==> config.mk <==
export PLATFORM = sky130hd
export DESIGN_NAME = div_unit
export DESIGN_NICKNAME = d
export VERILOG_FILES = /design/src/rtl/div_unit.sv
export SDC_FILE = /design/constraint.sdc
export NUM_CORES = 1
export LEC_CHECK = 0
export ABC_AREA = 1
export BUFFER_PORTS_ARGS = -buffer_cell sky130_fd_sc_hd__buf_2
export CAP_MARGIN = 20
export CORE_ASPECT_RATIO = 0.75
export CORE_MARGIN = 3
export CORE_UTILIZATION = 45
export DETAILED_ROUTE_END_ITERATION = 10
export PLACE_DENSITY_LB_ADDON = 0.05
export SETUP_SLACK_MARGIN = 0.2
export SYNTH_ARGS = -nofsm -noshare
export SYNTH_HDL_FRONTEND = slang
export SYNTH_SLANG_ARGS = --single-unit
==> constraint.sdc <==
create_clock -name clk -period 3.2 [get_ports clk]
set_clock_uncertainty 0.15 [all_clocks]
set_input_delay 0.48 -clock clk [delete_from_list [all_inputs] [get_ports clk]]
set_output_delay 0.48 -clock clk [all_outputs]
set_load 0.005 [all_outputs]
==> src/rtl/div_unit.sv <==
`default_nettype none
// ============================================================================
// Module   : div_unit
// Purpose  : Iterative radix-2 restoring divider for RV32M DIV/DIVU/REM/REMU.
//            Accepts a request in IDLE, runs 32 shift/subtract iterations and
//            presents the result for one cycle. Latency is 33 cycles from
//            accept to result, with no early termination.
// Ports    : clk       - clock, all state on rising edge
//            reset     - asynchronous active-low reset
//            div_inst  - start request, sampled only in IDLE
//            funct3    - op select (bit0 = unsigned, bit1 = remainder)
//            rs1_data  - dividend
//            rs2_data  - divisor
//            div_kill  - pipeline flush, aborts an operation in progress
//            div_busy  - high while iterating or presenting the result
//            div_last  - one-cycle result strobe
//            Qo        - registered result, held until the next completion
// Revision : 1.0 - initial release
// ============================================================================
module div_unit (
    input  logic        clk,
    input  logic        reset,
    input  logic        div_inst,
    input  logic [2:0]  funct3,
    input  logic [31:0] rs1_data,
    input  logic [31:0] rs2_data,
    input  logic        div_kill,
    output logic        div_busy,
    output logic        div_last,
    output logic [31:0] Qo
);

    localparam logic [1:0] c_ST_IDLE = 2'd0;
    localparam logic [1:0] c_ST_ITER = 2'd1;
    localparam logic [1:0] c_ST_DONE = 2'd2;

    localparam logic [4:0] c_LAST_ITER = 5'd31;

    logic [1:0]  r_state;
    logic [1:0]  w_state_nxt;
    logic [4:0]  r_cnt;
    logic [32:0] r_rem;
    logic [31:0] r_quo;
    logic [31:0] r_dvsr;
    logic        r_sel_rem;
    logic        r_neg_q;
    logic        r_neg_r;

    logic        w_accept;
    logic        w_signed;
    logic [31:0] w_a_mag;
    logic [31:0] w_b_mag;
    logic [33:0] w_shift;
    logic [33:0] w_trial;
    logic        w_take;
    logic [32:0] w_rem_nxt;
    logic [31:0] w_quo_nxt;
    logic        w_finish;
    logic [31:0] w_sel;
    logic        w_neg;
    logic [31:0] w_result;

    // ------------------------------------------------------------------------
    // Request decode and operand conditioning
    // ------------------------------------------------------------------------
    assign w_accept = (r_state == c_ST_IDLE) && div_inst && !div_kill;
    assign w_signed = !funct3[0];

    // Magnitudes are treated as unsigned, so |0x80000000| stays 0x80000000.
    assign w_a_mag = (w_signed && rs1_data[31]) ? (32'd0 - rs1_data) : rs1_data;
    assign w_b_mag = (w_signed && rs2_data[31]) ? (32'd0 - rs2_data) : rs2_data;

    // ------------------------------------------------------------------------
    // One restoring iteration. The shifted partial remainder is kept one bit
    // wider than needed so bit 33 of the difference is a reliable sign.
    // ------------------------------------------------------------------------
    assign w_shift   = {r_rem, r_quo[31]};
    assign w_trial   = w_shift - {2'b00, r_dvsr};
    assign w_take    = !w_trial[33];
    assign w_rem_nxt = w_take ? w_trial[32:0] : w_shift[32:0];
    assign w_quo_nxt = {r_quo[30:0], w_take};

    assign w_finish  = (r_state == c_ST_ITER) && (r_cnt == c_LAST_ITER) && !div_kill;

    // Result is formed from the final iteration's next values so it can be
    // registered on the same edge that enters DONE.
    assign w_sel    = r_sel_rem ? w_rem_nxt[31:0] : w_quo_nxt;
    assign w_neg    = r_sel_rem ? r_neg_r : r_neg_q;
    assign w_result = w_neg ? (32'd0 - w_sel) : w_sel;

    // ------------------------------------------------------------------------
    // FSM: state register
    // ------------------------------------------------------------------------
    always_ff @(posedge clk or negedge reset) begin
        if (!reset) begin
            r_state <= c_ST_IDLE;
        end else begin
            r_state <= w_state_nxt;
        end
    end

    // ------------------------------------------------------------------------
    // FSM: next state
    // ------------------------------------------------------------------------
    always_comb begin
        w_state_nxt = r_state;
        case (r_state)
            c_ST_IDLE: begin
                if (w_accept) begin
                    w_state_nxt = c_ST_ITER;
                end
            end
            c_ST_ITER: begin
                if (div_kill) begin
                    w_state_nxt = c_ST_IDLE;
                end else if (r_cnt == c_LAST_ITER) begin
                    w_state_nxt = c_ST_DONE;
                end
            end
            // A kill in DONE is ignored: the result is already committed.
            c_ST_DONE: w_state_nxt = c_ST_IDLE;
            default:   w_state_nxt = c_ST_IDLE;
        endcase
    end

    // ------------------------------------------------------------------------
    // Datapath registers
    // ------------------------------------------------------------------------
    always_ff @(posedge clk or negedge reset) begin
        if (!reset) begin
            r_cnt     <= 5'd0;
            r_rem     <= 33'd0;
            r_quo     <= 32'd0;
            r_dvsr    <= 32'd0;
            r_sel_rem <= 1'b0;
            r_neg_q   <= 1'b0;
            r_neg_r   <= 1'b0;
            Qo        <= 32'd0;
        end else begin
            if (w_accept) begin
                r_cnt     <= 5'd0;
                r_rem     <= 33'd0;
                r_quo     <= w_a_mag;
                r_dvsr    <= w_b_mag;
                r_sel_rem <= funct3[1];
                // Divide by zero keeps the all-ones quotient un-negated.
                r_neg_q   <= w_signed && (rs1_data[31] ^ rs2_data[31]) && (rs2_data != 32'd0);
                r_neg_r   <= w_signed && rs1_data[31];
            end else if (r_state == c_ST_ITER) begin
                r_cnt <= r_cnt + 5'd1;
                r_rem <= w_rem_nxt;
                r_quo <= w_quo_nxt;
            end
            if (w_finish) begin
                Qo <= w_result;
            end
        end
    end

    // Outputs decode registered state only.
    assign div_busy = (r_state == c_ST_ITER) || (r_state == c_ST_DONE);
    assign div_last = (r_state == c_ST_DONE);

endmodule
`default_nettype wire
# Word level (Yosys, flattened, before mapping)
# Index checks and enable logic that the tools add are counted.
# op_classes
add_sub_neg,5
n_eq_ne,5
n_mux,16
n_reduce_logical,16
bitwise_logic,1
# op_table
cell,count
32-bit 2-to-1 mux,6
33-bit 2-to-1 mux,3
"1-bit by 32-bit subtractor with 32-bit output, first input constant",3
34-bit by 32-bit subtractor with 34-bit output,1
32-bit nonzero test,1
5-bit 2-to-1 mux,2
1-bit logical AND,8
2-bit 2-to-1 mux,3
"5-bit by 1-bit adder with 5-bit output, second input constant",1
"5-bit equality test, second input constant",1
2-bit one-hot mux with 2 select lines,1
1-bit zero test,3
"3-bit by 2-bit != test with 1-bit output, second input constant",1
"2-bit by 1-bit equality test with 1-bit output, second input constant",1
"2-bit equality test, second input constant",1
2-bit zero test,1
"2-bit != test, second input constant",1
2-bit AND reduction,1
2-bit nonzero test,1
1-bit logical OR,1
1-bit 2-to-1 mux,1
1-bit bitwise XOR,1
# totals
output_inout_bits,34
regBits,139
elab_cells,52

# Depth between registers and ports, before layout
# Gate-level depths: netlist (run 1).
# depth
ltp_word,5
mapped_depth,29
depth_no_buf,28

# Worst setup path before layout (run 1)
# OpenSTA, ideal clock, no wires.
# synth_timing
path_kind,register to register
startpoint,reg r_rem[7]
endpoint,reg Qo[30]
path_slack_ns,0.158
required_time_ns,2.933
period_less_slack_ns,3.042
setup_time_ns,0.117
path_buffers,1
path_stages_with_launch,22
arrival_ns,2.774
path_cell_list,dfrtp_1 > ha_1 > nand2_2 > inv_2 > a21oi_2 > nand3_2 > nand2_2 > nand2_4 > nand2_4 > nand3_2 > nand2_4 > buf_6 > nand2_1 > nand2_2 > ha_1 > nand2_1 > nor2_2 > nand3_2 > o21ai_2 > nand3_1 > nand3_1 > nand2_1
# synth_between
elab_chain_cells,5
word_cells_on_any_way,6
classes_between,add/sub (2); mux (3); reduce/logical (1)
# synth_lines
element,line,text
"start, declared",42,logic [32:0] r_rem;
"start signal, assigned",151,r_rem <= w_rem_nxt;
34-bit by 32-bit subtractor with 34-bit output,78,"assign w_trial = w_shift - {2'b00, r_dvsr};"
33-bit 2-to-1 mux / 1-bit zero test (equally long branches),"80, 79",
32-bit 2-to-1 mux *,87,assign w_sel = r_sel_rem ? w_rem_nxt[31:0] : w_quo_nxt;
1-bit by 32-bit subtractor with 32-bit output,89,assign w_result = w_neg ? (32'd0 - w_sel) : w_sel;
32-bit 2-to-1 mux *,89,
"end signal, assigned",155,Qo <= w_result;
"end, declared",30,output logic [31:0] Qo
# Mark *: on every way between the ends. The rest lies on a longest branch, timed or not.
# A chain may end at the register's enable or synchronous reset.

# Worst setup path in the final report (run 1)
# layout_timing
startpoint,reg r_dvsr[24]
endpoint,reg Qo[14]
# layout_between
elab_chain_cells,5
word_cells_on_any_way,6
classes_between,add/sub (2); mux (3); reduce/logical (1)
# layout_lines
element,line,text
"start, declared",44,logic [31:0] r_dvsr;
"start signal, assigned",144,r_dvsr <= w_b_mag;
34-bit by 32-bit subtractor with 34-bit output *,78,
33-bit 2-to-1 mux / 1-bit zero test (equally long branches),"80, 79",
32-bit 2-to-1 mux *,87,
1-bit by 32-bit subtractor with 32-bit output,89,
32-bit 2-to-1 mux *,89,
# Marks and branches as above.

==> results of run 1 <==
## what timing repair did
item	CTS	global route
cloned	5	1
setup buffers	57	30
hold buffers	1	0
pin swaps	86	81
endpoints found under the hold margin	49	0
resized for setup	243	150
endpoints found under the setup margin	31	37
## worst max-delay path by stage
stage | end | slack (ns) | cells past startpoint
final | Qo[14] | -0.31 | 20
after global routing | Qo[14] | -0.39 | 21
after CTS | Qo[30] | -0.15 | 23
after detailed placement | Qo[27] | -0.48 | 23
after global placement | Qo[27] | -0.39 | 23
after floorplan | Qo[30] | 0.20 | 22
## kinds of logic after synthesis
family                     after synthesis  share of synthesized area (%)
xor gates and xnor gates                71                           5.61
buffers and inverters                  249                           8.93
adders and majority gates               41                           4.70
and+or+nand+nor                        877                           34.3
DFF                                    139                           31.4
AOI/OAI and AO/OA                      275                           15.0
## sequential cells by signal, indices dropped and copies added, names as in the netlist
signal / flops
r_rem: 33
Qo: 32
r_dvsr: 32
r_quo: 32
r_cnt: 5
r_state: 2
r_neg_q: 1
r_neg_r: 1
r_sel_rem: 1
## metal layers
metal	global-route usage, %	share of wire [%]	wire length, um
met1	51.9	48	21800
met2	44.7	39	18000
met4	8.55	2.3	1060
met3	8.32	10	4700
met5	0	0	0
## final cells by class
| cell class | instances | area share (%) |
|---|---|---|
| Clock inverter | 12 | 0.544 |
| Timing Repair Buffer | 483 | 21.0 |
| Sequential cell | 139 | 20.5 |
| Multi-Input combinational cell | 1268 | 48.6 |
| Inverter | 195 | 4.34 |
| Clock buffer | 20 | 2.62 |
| Tap cell | 331 | 2.43 |
## cell usage in the layout, fill, tap and decap left out, types with 34 or more instances in the layout
master | synthesis | final
nand2_2 | 26 | 98
nand3_2 | 7 | 39
a21oi_1 | 65 | 59
nand2_1 | 525 | 404
inv_1 | 188 | 156
buf_4 | 3 | 357
inv_2 | 5 | 34
nand2_4 | 5 | 50
nand3_1 | 116 | 73
buf_2 | 5 | 102
dfrtp_1 | 139 | 137
nor2_1 | 123 | 105
xor2_1 | 43 | 38
o21ai_0 | 104 | 92
## stage by stage
step | hold slack [ns] | cells | setup slack (ns) | area, um2 | util, %
2_1_floorplan | 0.0344 | 1652 | 0.202 | 11100 | -
3_3_place_gp | 0.304 | 2322 | -0.387 | 14000 | 58.3
3_5_place_dp | 0.311 | 2322 | -0.476 | 14000 | 58.3
4_1_cts | 0.0944 | 2417 | -0.147 | 16200 | 67.3
5_1_grt | 0.122 | 2448 | -0.389 | 17000 | 70.6
6_report | 0.104 | 2448 | -0.305 | 17000 | 70.6
## worst reg2reg max path, delay by kind of cell, from the launching register on
family                     cells  cell delay [ns]
and+or+nand+nor               11             1.25
AOI/OAI and AO/OA              5             0.93
DFF                            1             0.40
adders and majority gates      2             0.40
buffers and inverters          2             0.29
==> results_tabular.tex, run 1 <==
\begin{tabular}{lr}
\hline
Metric & Value \\
\hline
\multicolumn{2}{l}{\textbf{Worst setup path}} \\
CP Data Required Time & roughly 3.4 ns \\
Nature of the critical path endpoint & flip-flop \\
Nature of the critical path startpoint & flip-flop \\
First element of the critical path & r\_dvsr[24] \\
Delay of the slowest critical-path stage & 0.40 ns \\
Critical path's most frequent cell & nand2\_4 \\
Reg2reg start & r\_dvsr[24] \\
Endpoint arrival time on the critical path & 3.69 ns \\
Crit Path Max Fanout & 7 \\
Top cell family by delay on the critical path & simple AND/OR/NAND/NOR gates \\
Cell breakdown of the critical path & inv\_2, ha\_4, a21oi\_4, o21a\_1, nand2\_4, a21oi\_4, buf\_12, nand2\_8, nand2\_8, nand2\_8, nand2\_4, nand3\_4, nand2\_4, ha\_4, nand2\_4, nor2\_4, nand3\_4, o21ai\_4, nand2\_1, a31oi\_1 \\
Crit path max-delay cell type & dfrtp\_1 \\
Reg2reg path depth & 20 \\
R2r endpoint & Qo[14] \\
Setup CP Type & reg -> reg \\
Register-to-register path setup slack & -0.31 ns \\
Buffering stage count on the worst path with inverters included & 2 \\
\multicolumn{2}{l}{\textbf{Route}} \\
Wire length reported by the detailed router & 45500 um \\
Via count & 13.2k \\
Detailed-route vias per instance & 5.40 \\
Number of nets with antenna violations after detailed routing & 0 \\
Number of iterations in the first detailed-routing pass & 5 \\
Final routed wire length divided by cell count & 18.6 um \\
First DRT Iteration DRCs & around 1.3k \\
Count of unresolved DRC violations after routing & 0 \\
\multicolumn{2}{l}{\textbf{Status}} \\
Run status & finished, violations left \\
Violated checks & negative setup slack \\
\multicolumn{2}{l}{\textbf{Finish}} \\
Register Area & around 0.0035 mm2 \\
Layout net count & 2216 \\
Area occupied by multi-input gates & around 0.0083 mm2 \\
Layout Area Growth over Synthesis & 53.5\% \\
Fraction of layout instances using a drive strength above 1 & 41.0\% \\
\# diodes & 0 \\
Count of filler cells inserted in the layout & $\sim$2.1k \\
\multicolumn{2}{l}{\textbf{Synth}} \\
Number of flip-flops and latches in the synthesized netlist & 139 \\
Cells taking the most area after synthesis & dfrtp\_1 31\%, nand2\_1 18\%, inv\_1 6.4\% \\
Share of synthesized area occupied by flip-flops and latches & 31.4\% \\
Number of flops mapped to enable cells by yosys & 0 \\
Post-synth top area cell & dfrtp\_1 \\
Top cells by instance count after synthesis & 525 x nand2\_1, 188 x inv\_1, 139 x dfrtp\_1, 123 x nor2\_1, 116 x nand3\_1 \\
Synth Warn \# & 0 \\
Post-synth cell types & 52 \\
Top-area cell type share of the netlist area & 31.4\% \\
Post-synthesis async set-or-reset flop share & 100\% \\
Most instantiated library cell after synthesis & nand2\_1 \\
Top flip-flop cell by instance count after synthesis & dfrtp\_1 \\
Mean instance size in the synthesized netlist & 6.71 um2 \\
Number of cells produced by synthesis & 1652 \\
Cell Area, Synth & between 0.01 and 0.015 mm2 \\
Total nets after synthesis & 1764 \\
\multicolumn{2}{l}{\textbf{Timing}} \\
Sum Neg Setup Slack & -3.09 ns \\
Achievable frequency & 285 MHz \\
Final Hold Viols & 0 \\
Number of slew-limit violations in the final report & 0 \\
Unrepaired setup endpoints after global routing & yes \\
Post-route minimum period & 3.51 ns \\
Final worst-path setup slack & -0.305 ns \\
Post-route fraction of the period consumed by the critical path & 110\% \\
Total setup violations reported at the end of the flow & 27 \\
Actual transition at the worst max-transition pin & about 0.85 ns \\
Worst relative slew slack & 43.1\% \\
\multicolumn{2}{l}{\textbf{CTS}} \\
Register clock-pin slew on the reported worst setup and hold paths & 0.06 ns \\
Clock latency on the worst-skew pair & 0.44 ns \\
H-tree depth & 4 \\
Number of buffers on the longest clock path & 2 \\
Master cell of the clock root buffer & clkbuf\_16 \\
\# clock sinks & 139 \\
Number of buffers created by CTS & 17 \\
Clock tree from TritonCTS & built \\
\multicolumn{2}{l}{\textbf{Job}} \\
Maximum capacitance violations & 0 \\
\multicolumn{2}{l}{\textbf{Hold path}} \\
Worst hold path type & in -> reg \\
Number of cells traversed by the worst hold path & 3 \\
Worst Hold Path EP & r\_sel\_rem \\
Hold path startpoint & funct3[1] \\
\multicolumn{2}{l}{\textbf{GRT}} \\
Number of antenna violations at the first check in global routing & 0 \\
Wire length of the first global-routing pass & just under 70000 um \\
Maximum number of pins on one net before global-route repair & 81 \\
Final global-route overflow total & 0 \\
Vias in the first global route & between 10k and 15k \\
Overall routing resource usage & 33.1\% \\
\multicolumn{2}{l}{\textbf{Floorplan}} \\
Core region area & 0.0241 mm2 \\
Die width & $\sim$190 um \\
Height of the die & 142 um \\
Overall die area & approximately 0.027 mm2 \\
Effective utilization at floorplan & 46.0\% \\
Ports & $\sim$110 \\
Core Rows & 49 \\
\multicolumn{2}{l}{\textbf{Place}} \\
GP Congestion & 1.03 \\
Post-detail-place hpwl & 33600 um \\
PortBufs & around 100 \\
\hline
\end{tabular}
Power of run 1 is left out: the tool's default activity adds up to more than one toggle a clock period on the data nets, which glitch-free logic cannot reach.
==> run 2, diff against run 1 <==
--- a/config.mk
+++ b/config.mk
@@ -13,7 +13,6 @@
 export CORE_UTILIZATION = 45
 export DETAILED_ROUTE_END_ITERATION = 10
 export PLACE_DENSITY_LB_ADDON = 0.05
-export SETUP_SLACK_MARGIN = 0.2
 export SYNTH_ARGS = -nofsm -noshare
 export SYNTH_HDL_FRONTEND = slang
 export SYNTH_SLANG_ARGS = --single-unit
==> run 2 against run 1 <==
Net effect: the run still ends with negative setup slack left; core utilization fell by 2.2 points; largest cell class unchanged; worst hold slack better by 0.048 ns; critical endpoint is now Qo[28]; via count fell by 4.0%; cell area fell by 3.1%; critical path depth is 4 higher.
==> results_tabular.tex, run 2 (synthesized netlist as in run 1, its figures left out) <==
\begin{tabular}{lr}
\hline
Metric & Value \\
\hline
\multicolumn{2}{l}{\textbf{Worst setup path}} \\
Register-to-register path setup slack & -0.10 ns \\
Cell breakdown of the critical path & ha\_1, nand2\_1, nor2\_2, nand3\_1, nand3\_2, nand2\_2, nand2\_4, nand2\_4, nand3\_4, nand2\_8, buf\_8, nand2\_1, nand2\_2, nand2\_1, nand2\_2, nand2\_1, nor2\_4, nand2\_2, nor2\_1, nand2\_1, nand2\_1, nand2\_1, nand3\_1, nand2\_1 \\
Nature of the critical path endpoint & flip-flop \\
Buffering stage count on the worst path with inverters included & 1 \\
Crit Path Max Fanout & 8 \\
Nature of the critical path startpoint & flip-flop \\
R2r endpoint & Qo[28] \\
Endpoint arrival time on the critical path & 3.48 ns \\
CP Data Required Time & $\sim$3.4 ns \\
Stages on worst setup path & 24 \\
Delay of the slowest critical-path stage & 0.42 ns \\
Crit path max-delay cell type & dfrtp\_1 \\
Reg2reg path depth & 24 \\
Top cell family by delay on the critical path & simple AND/OR/NAND/NOR gates \\
Critical path's most frequent cell & nand2\_1 \\
Setup CP Type & reg -> reg \\
Reg2reg start & r\_rem[0] \\
\multicolumn{2}{l}{\textbf{Timing}} \\
Post-route minimum period & 3.30 ns \\
Number of slew-limit violations in the final report & 0 \\
Worst relative slew slack & 45.1\% \\
Post-route fraction of the period consumed by the critical path & 103\% \\
Sum Neg Setup Slack & -0.907 ns \\
Final Hold Viols & 0 \\
Unrepaired setup endpoints after global routing & yes \\
Final worst-path setup slack & -0.101 ns \\
Actual transition at the worst max-transition pin & 0.823 ns \\
Minimum hold slack & 0.152 ns \\
Achievable frequency & 303 MHz \\
Total setup violations reported at the end of the flow & 19 \\
\multicolumn{2}{l}{\textbf{Place}} \\
Placement Cell Area & 0.0139 mm2 \\
PortBufs & between 100 and 150 \\
GP Congestion & 0.975 \\
Post-detail-place hpwl & 30300 um \\
\multicolumn{2}{l}{\textbf{Floorplan}} \\
Core region area & 0.0241 mm2 \\
Height of the die & 142 um \\
Effective utilization at floorplan & between 40\% and 50\% \\
Die width & 187 um \\
Overall die area & 0.0266 mm2 \\
Core Rows & 49 \\
Ports & 105 \\
\multicolumn{2}{l}{\textbf{Power and ir drop}} \\
Areal power density over the cells & 1350 mW/mm2 \\
Worst VDD drop & 0.000658 V \\
Leakage power summed over all cells & between 8 and 9 nW \\
\multicolumn{2}{l}{\textbf{Finish}} \\
Post-route cell area & between 0.015 and 0.02 mm2 \\
Layout Area Growth over Synthesis & 48.8\% \\
\# diodes & 0 \\
Leading cell type in the layout, fill and taps excluded & nand2\_1 \\
Finished Core Util & 68.5\% \\
Most flops, register & r\_rem \\
Most used cells in the layout excluding fill and tap cells & 413 x nand2\_1, 314 x buf\_4, 169 x inv\_1 \\
Layout net count & 2164 \\
Number of flip-flops under the largest register name & 33 \\
Fraction of layout instances using a drive strength above 1 & 38.1\% \\
\multicolumn{2}{l}{\textbf{CTS}} \\
H-tree depth & 4 \\
Number of buffers on the longest clock path & 2 \\
Clock tree from TritonCTS & built \\
Master cell of the clock root buffer & clkbuf\_16 \\
\# clock sinks & between 100 and 150 \\
Clock latency on the worst-skew pair & 0.44 ns \\
Register clock-pin slew on the reported worst setup and hold paths & 0.07 ns \\
Number of buffers created by CTS & 17 \\
\multicolumn{2}{l}{\textbf{GRT}} \\
Vias in the first global route & 11.6k \\
Maximum number of pins on one net before global-route repair & 81 \\
Number of antenna violations at the first check in global routing & 0 \\
Wire length of the first global-routing pass & a little over 60000 um \\
Final global-route overflow total & 0 \\
Overall routing resource usage & 29.8\% \\
\multicolumn{2}{l}{\textbf{Route}} \\
Via count & approximately 13k \\
Final routed wire length divided by cell count & 17.0 um \\
Number of nets with antenna violations after detailed routing & 0 \\
First DRT Iteration DRCs & around 1.2k \\
Count of unresolved DRC violations after routing & 0 \\
Detailed-route vias per instance & 5.30 \\
Wire length reported by the detailed router & 40800 um \\
Number of iterations in the first detailed-routing pass & 6 \\
\multicolumn{2}{l}{\textbf{Hold path}} \\
Hold path startpoint & funct3[1] \\
Number of cells traversed by the worst hold path & 3 \\
Worst hold path type & in -> reg \\
Worst Hold Path EP & r\_sel\_rem \\
\multicolumn{2}{l}{\textbf{Status}} \\
Violated checks & negative setup slack \\
Run status & finished, violations left \\
\multicolumn{2}{l}{\textbf{Job}} \\
Maximum capacitance violations & 0 \\
\hline
\end{tabular}
==> run 2: changes by cell type in the layout (fill, tap and decap cells not counted), sizes merged <==
cell      before  now
nand2        562  558
clkbuf        21   23
clkinv         7    5
clkinvlp       4    1
inv          196  194
bufinv         0    5
buf          481  432
==> run 2: per-layer routing <==
layer	vias up	GRT usage [%]	wire length, um
met2	458	43.9	17400
met4	0	6.36	603
met5	-	0	0
li1	6214	-	-
met3	41	5.41	3150
met1	5977	45.4	19600
==> run 2: worst reg2reg max path: cells and delay by family, from the launching register on <==
kind,cells,cell delay (ns)
and+or+nand+nor,22,2.14
DFF,1,0.42
adders and majority gates,1,0.35
buffers and inverters,1,0.13
==> run 2: worst max-delay path by stage <==
stage	startpoint	end	slack, ns
floorplan	r_rem[7]	Qo[30]	0.16
global placement	r_rem[3]	Qo[23]	-0.27
detailed placement	r_rem[3]	Qo[23]	-0.35
CTS	r_rem[14]	Qo[12]	-0.08
global route	r_rem[0]	Qo[28]	-0.29
finish	r_rem[0]	Qo[28]	-0.10
==> run 2: metrics by stage <==
step | cells | total power, W | setup WS [ns]
floorplan | 1652 | 0.00994 | 0.158
global placement | 2305 | 0.0155 | -0.271
detailed placement | 2305 | 0.0157 | -0.353
CTS | 2369 | 0.0198 | -0.0846
global route | 2395 | 0.0239 | -0.287
finish | 2395 | 0.0223 | -0.101
==> run 2: area by class of cell <==
type / instances / area [um2]
clock buffers: 21 / 460
clock inverters: 10 / 189
fillers: 2122 / 7600
inverters: 195 / 734
multi-input cells: 1264 / 8050
flip-flops and latches: 139 / 3480
well taps: 331 / 414
repair buffers: 435 / 3170
==> run 2: timing repair <==
item,4_1_cts,5_1_grt
setup buffers,32,24
endpoints found under the hold margin,75,0
gates cloned,0,2
gates resized for setup,156,201
setup endpoints to repair,29,31
pin swaps,62,103
hold buffers,1,0
==> run 2: power by group <==
part	internal (W)	switching, W	total, W
Clock	0.00142	0.000829	0.00225
Combinational	0.00770	0.00960	0.0173
Sequential	0.00234	0.000436	0.00278
Power figures use the tool's default switching activity.
